[config.mk]
export PLATFORM = sky130hd
export DESIGN_NAME = fsx_timing_gen
export DESIGN_NICKNAME = d
export VERILOG_FILES = /design/src/rtl/fsx_timing_gen.sv
export SDC_FILE = /design/constraint.sdc
export NUM_CORES = 1
export LEC_CHECK = 0
export ABC_AREA = 1
export CORE_AREA = 2 2 89 91
export DETAILED_ROUTE_END_ITERATION = 8
export DIE_AREA = 0 0 91 93
export PLACE_DENSITY_LB_ADDON = 0.15
export SYNTH_ARGS = -nofsm -noshare
export SYNTH_HDL_FRONTEND = slang
export SYNTH_SLANG_ARGS = --single-unit
[constraint.sdc]
create_clock -name clkPixel -period 1.85 [get_ports clkPixel]
set_input_delay 0.37 -clock clkPixel [delete_from_list [all_inputs] [get_ports clkPixel]]
set_output_delay 0.37 -clock clkPixel [all_outputs]
set_load 0.02 [all_outputs]
[src/rtl/fsx_timing_gen.sv]
// rtl/fsx_timing_gen.sv - raster timing generator with scaled coordinates and fetch strobe.
// Define FSX_CSYNC_EN to build the registered composite-sync output.
module fsx_timing_gen #(
   parameter int unsigned H_ACTIVE   = 640,
   parameter int unsigned H_FP       = 16,
   parameter int unsigned H_SYNC     = 96,
   parameter int unsigned H_BP       = 48,
   parameter int unsigned V_ACTIVE   = 480,
   parameter int unsigned V_FP       = 10,
   parameter int unsigned V_SYNC     = 2,
   parameter int unsigned V_BP       = 33,
   parameter logic        HS_POL     = 1'b0,
   parameter logic        VS_POL     = 1'b0,
   parameter int unsigned SCALE_LOG2 = 0,
   parameter int unsigned CNT_W      = 12
) (
   input  logic             clkPixel,
   input  logic             nreset,
   input  logic             enable,
   output logic [CNT_W-1:0] h_count,
   output logic [CNT_W-1:0] v_count,
   output logic [CNT_W-1:0] x,
   output logic [CNT_W-1:0] y,
   output logic             hsync,
   output logic             vsync,
   output logic             csync,
   output logic             blank,
   output logic             pixelFetch,
   output logic             lineStart,
   output logic             frameDrawn
);

   localparam int unsigned H_TOTAL = H_ACTIVE + H_FP + H_SYNC + H_BP;
   localparam int unsigned V_TOTAL = V_ACTIVE + V_FP + V_SYNC + V_BP;

   localparam logic [CNT_W-1:0] H_LAST     = CNT_W'(H_TOTAL - 1);
   localparam logic [CNT_W-1:0] V_LAST     = CNT_W'(V_TOTAL - 1);
   localparam logic [CNT_W-1:0] H_ACT      = CNT_W'(H_ACTIVE);
   localparam logic [CNT_W-1:0] V_ACT      = CNT_W'(V_ACTIVE);
   localparam logic [CNT_W-1:0] V_ACT_M1   = CNT_W'(V_ACTIVE - 1);
   localparam logic [CNT_W-1:0] HS_START   = CNT_W'(H_ACTIVE + H_FP);
   localparam logic [CNT_W-1:0] HS_END     = CNT_W'(H_ACTIVE + H_FP + H_SYNC - 1);
   localparam logic [CNT_W-1:0] VS_START   = CNT_W'(V_ACTIVE + V_FP);
   localparam logic [CNT_W-1:0] VS_END     = CNT_W'(V_ACTIVE + V_FP + V_SYNC - 1);
   localparam logic [CNT_W-1:0] SCALE_MASK = CNT_W'((1 << SCALE_LOG2) - 1);

   generate
      if (SCALE_LOG2 > 2 ||
          (H_ACTIVE % (1 << SCALE_LOG2)) != 0 ||
          (V_ACTIVE % (1 << SCALE_LOG2)) != 0) begin : g_bad_cfg
         $error("fsx_timing_gen: SCALE_LOG2 out of range or active size not divisible by scale");
      end
   endgenerate

   logic [CNT_W-1:0] h_nxt;
   logic [CNT_W-1:0] v_nxt;
   logic [CNT_W-1:0] h_nn;
   logic             blank_d;
   logic             hs_act_d;
   logic             vs_act_d;
   logic             fetch_d;
   logic             line_d;
   logic             frame_d;

   // Every registered output is decoded from the position being loaded, so it lines up with h_count.
   always_comb begin
      h_nxt    = h_count + 1'b1;
      v_nxt    = v_count;
      h_nn     = '0;
      fetch_d  = 1'b0;
      if (h_count == H_LAST) begin
         h_nxt = '0;
         v_nxt = (v_count == V_LAST) ? '0 : v_count + 1'b1;
      end
      blank_d  = (h_nxt >= H_ACT) || (v_nxt >= V_ACT);
      hs_act_d = (h_nxt >= HS_START) && (h_nxt <= HS_END);
      vs_act_d = (v_nxt >= VS_START) && (v_nxt <= VS_END);
      line_d   = (h_nxt == '0);
      frame_d  = (h_nxt == '0) && (v_nxt == V_ACT);
      // Strobe looks one position ahead; pixel 0 of line 0 is not prefetched across the frame wrap.
      if (h_nxt == H_LAST) begin
         fetch_d = (v_nxt < V_ACT_M1);
      end else begin
         h_nn    = h_nxt + 1'b1;
         fetch_d = (h_nn < H_ACT) && (v_nxt < V_ACT) && ((h_nn & SCALE_MASK) == '0);
      end
   end

   always_ff @(posedge clkPixel or negedge nreset) begin
      if (!nreset) begin
         h_count    <= '0;
         v_count    <= '0;
         x          <= '0;
         y          <= '0;
         blank      <= 1'b0;
         hsync      <= ~HS_POL;
         vsync      <= ~VS_POL;
         pixelFetch <= 1'b0;
         lineStart  <= 1'b0;
         frameDrawn <= 1'b0;
      end else if (enable) begin
         h_count    <= h_nxt;
         v_count    <= v_nxt;
         x          <= blank_d ? '0 : (h_nxt >> SCALE_LOG2);
         y          <= blank_d ? '0 : (v_nxt >> SCALE_LOG2);
         blank      <= blank_d;
         hsync      <= hs_act_d ? HS_POL : ~HS_POL;
         vsync      <= vs_act_d ? VS_POL : ~VS_POL;
         pixelFetch <= fetch_d;
         lineStart  <= line_d;
         frameDrawn <= frame_d;
      end else begin
         pixelFetch <= 1'b0;
         lineStart  <= 1'b0;
         frameDrawn <= 1'b0;
      end
   end

`ifdef FSX_CSYNC_EN
   always_ff @(posedge clkPixel or negedge nreset) begin
      if (!nreset) begin
         csync <= ~HS_POL;
      end else if (enable) begin
         csync <= (hs_act_d || vs_act_d) ? HS_POL : ~HS_POL;
      end
   end
`else
   assign csync = ~HS_POL;
`endif

endmodule

==> impl_metrics.py <==
metrics = {
    "sta": {
        "maxSlewViolCount": 0,
        "finalCriticalPeriod_ns": 2.076,
        "setup_viol": 24,
        "timing.fmax_mhz": 481.6,
        "rsz0062_at_grt": "yes",
        "hold_viol": 0,
        "period_share": 1.122,
        "finClkSkew_ns": 0.005448,
        "timing.final.ws_setup_ns": -0.2264,
    },
    "cells_and_area": {
        "final_cells": 734,
        "final_util": 0.6985,
        "multi_input_area_sq_mm": 0.001978,
        "fill_cells": 651,
        "regArea_sq_mm": 0.001359,
        "synthToLayoutAreaGrowth_pct": 58.69,
        "n_antenna_cell": 0,
        "nets": 639,
        "drive_gt1_frac": 0.3528,
        "final_area_sq_mm": 0.005258,
    },
    "cts": {
        "cts-root-buf": "clkbuf_8",
        "cts_made_buffers": 5,
        "clk_latency_ns": 0.31,
        "clock_path_buffers": 2,
        "cts_num_sinks": 54,
        "clk_pin_slew_ns": 0.10,
        "ctsHoldBuffers": 0,
        "ctsHtreeMaxLevel": 2,
        "cts_tree": "built",
    },
    "global_route": {
        "grt_start_max_net_pins": 55,
        "antenna_found_initial": 0,
        "grt_first_pass_wirelength_um": 16860,
        "grt_usage": 0.2487,
        "grt_pass1_vias": 3613,
        "grt_remaining_overflow": 0,
    },
    "yosys": {
        "synthDominantCellAreaShare": 0.3927,
        "seq_area_frac_synth": 0.4086,
        "synthFlopType": "dfrtp_1",
        "yosysMostFrequentCell": "nand2_1",
        "yosys.cell_types.count": 31,
        "avgSynthCellArea_sq_um": 7.140,
        "syn_area_sq_mm": 0.003313,
        "synth_area_leader_cell": "dfrtp_1",
        "synth_edf_count": 0,
        "synth_common_cells": "nand2_1 (145), nor2_1 (56), dfrtp_1 (52)",
        "yosysWarnings": 0,
        "synth.net_count": 472,
        "synth-seq-cells": 54,
        "synthArstFlopShare": 1.000,
        "synth_area_leaders": "dfrtp_1 (39%), nand2_1 (16%), nor2_1 (6.3%), nand3_1 (5.6%), o21ai_0 (5.6%)",
        "synth_cells": 464,
    },
    "setup_path": {
        "cp_cell_sequence": "inv_1 > nand2_1 > nor2_1 > buf_4 > nand3_4 > buf_4 > o21ai_2 > inv_1 > nor2_4 > nor2_4 > nand2_4 > buf_12 > a22oi_2",
        "crit_path_max_fanout": 7,
        "critPathKind": "register to register",
        "cp.arrival_ns": 2.26,
        "worstSetupEndpointType": "register",
        "required_ns": 2.03,
        "crit_path_start_kind": "register",
        "reg2reg_to": "x[7]",
        "crit_slowest_cell": "dfrtp_1",
        "reg2reg_slack_ns": -0.23,
        "reg2regPathDepth": 13,
        "worst_path_largest_cell_delay_ns": 0.42,
        "reg2reg_from": "h_count[11]",
    },
    "pwr": {
        "finalPower_mw": 4.942,
        "clkPwrFrac": 0.140,
        "swShare": 0.4072,
        "power.internal_mw": 2.929,
        "p_seq_frac": 0.313,
        "power_switching_mw": 2.012,
        "combPwrFrac": 0.546,
        "p_per_area_mw_per_mm2": 939.9,
        "vdd_drop_max_uv": 620.5,
        "p_leak_nw": 2.587,
    },
    "drt": {
        "antenna_left": 0,
        "vias": 3652,
        "vias_per_cell": 4.975,
        "drc": 0,
        "dr.pass1.iters": 4,
        "wirelength_um": 10720,
        "drt_iter0_markers": 193,
        "post_drt_wl_per_cell_um": 14.61,
    },
    "floorplanning": {
        "die_area_sq_mm": 0.008463,
        "fp.dieH_um": 93,
        "std_cell_rows": 32,
        "die_w_um": 91,
        "initial_core_util": 0.4402,
        "coreArea_sq_mm": 0.007527,
        "pin_count": 58,
    },
    "placement": {
        "io_buffers": 56,
        "dpl_cell_area_sq_mm": 0.004710,
        "hpwlAfterDp_um": 7780,
        "place_inst": 705,
        "post-place-ws_ns": -0.3774,
        "gp_congestion": 0.9787,
    },
    "hold_path": {
        "holdCritPathClass": "primary input to asynchronous set/reset pin",
    },
    "status": {
        "status": "finished, violations left",
        "violations": "setup timing",
    },
    "flow_run": {
        "maxCapViolations": 0,
    },
}
-- cell usage in the layout (no fill, tap or decap), types with 4 or more instances in the layout --
cell	count
dfrtp_2	4
nor2_1	34
nand2_2	14
nor2_2	19
nand3_1	31
nand4_1	14
nand2_1	133
dlymetal6s2s_1	9
o21ai_1	8
nor2_4	12
clkdlybuf4s50_1	40
o21ai_2	6
buf_4	110
clkbuf_8	6
o21ai_0	26
nand3_2	7
nand3_4	4
dlygate4sd2_1	5
inv_2	6
a22oi_2	10
inv_1	45
dfrtp_1	48
-- through the flow --
stage | setup TNS, ns | hold WS, ns
2_1_floorplan | -1.621 | 0.07441
4_1_cts | -2.787 | 0.05458
3_5_place_dp | -5.599 | 0.3912
3_3_place_gp | -5.169 | 0.3892
5_1_grt | -6.259 | 0.06000
6_report | -3.947 | 0.04531
-- final cells by class --
| class | instances | area share |
|---|---|---|
| Clock buffer | 7 | 0.01642 |
| Clock inverter | 1 | 0.0009519 |
| Inverter | 54 | 0.03998 |
| Multi-Input combinational cell | 344 | 0.3763 |
| Sequential cell | 54 | 0.2584 |
| Tap cell | 102 | 0.02427 |
| Timing Repair Buffer | 172 | 0.2837 |
-- timing repair --
| action | 4_1_cts | 5_1_grt |
|---|---|---|
| setup buffers | 5 | 15 |
| gates resized for setup | 36 | 63 |
| setup endpoints to repair | 33 | 36 |
| cloned | 1 | 1 |
| pin swaps | 8 | 21 |
-- power by group through the flow --
stage          Combinational (mW)  Clock, mW  Sequential, mW
2_1_floorplan               0.843          0            1.83
3_5_place_dp                 2.30          0            1.58
5_1_grt                      2.91      0.767            1.58
6_report                     2.70      0.694            1.55
3_3_place_gp                 2.29          0            1.57
4_1_cts                      2.42      0.720            1.55
-- worst max path at each step --
| stage | from | end | depth (start not counted) |
|---|---|---|---|
| detailed placement | h_count[0] | pixelFetch | 13 |
| CTS | h_count[0] | x[7] | 14 |
| floorplan | h_count[1] | x[0] | 15 |
| finish | h_count[11] | x[7] | 13 |
| global placement | h_count[0] | pixelFetch | 13 |
| global route | h_count[1] | pixelFetch | 15 |
-- logic make-up after synthesis --
group / count (synthesis) / synth area share
AOI/OAI and AO/OA: 59 / 0.1148
xor gates and xnor gates: 1 / 0.002644
adders and majority gates: 5 / 0.01888
buffers and inverters: 67 / 0.08383
DFF: 54 / 0.4086
other: 1 / 0.001132
and+or+nand+nor: 277 / 0.3701
-- sequential cells by signal, indices dropped and copies added, names as in the netlist --
signal      cells
x              12
lineStart       1
v_count        12
frameDrawn      1
y              12
blank           1
vsync           1
pixelFetch      1
h_count        12
hsync           1
-- per-layer routing --
metal	up-vias	track usage	routed length, um
met5	-	0	0
met4	0	0.06944	227
met3	17	0.03707	404
met2	97	0.4586	5437
met1	1711	0.3022	4654
li1	1827	-	-
-- worst max-delay path, delay by kind of cell (launching register included) --
kind / cells / cell delay (ns)
AOI/OAI and AO/OA: 2 / 0.23
DFF: 1 / 0.42
and+or+nand+nor: 6 / 0.61
buffers and inverters: 5 / 0.68
Note: power is estimated with default switching activity, not from simulation.
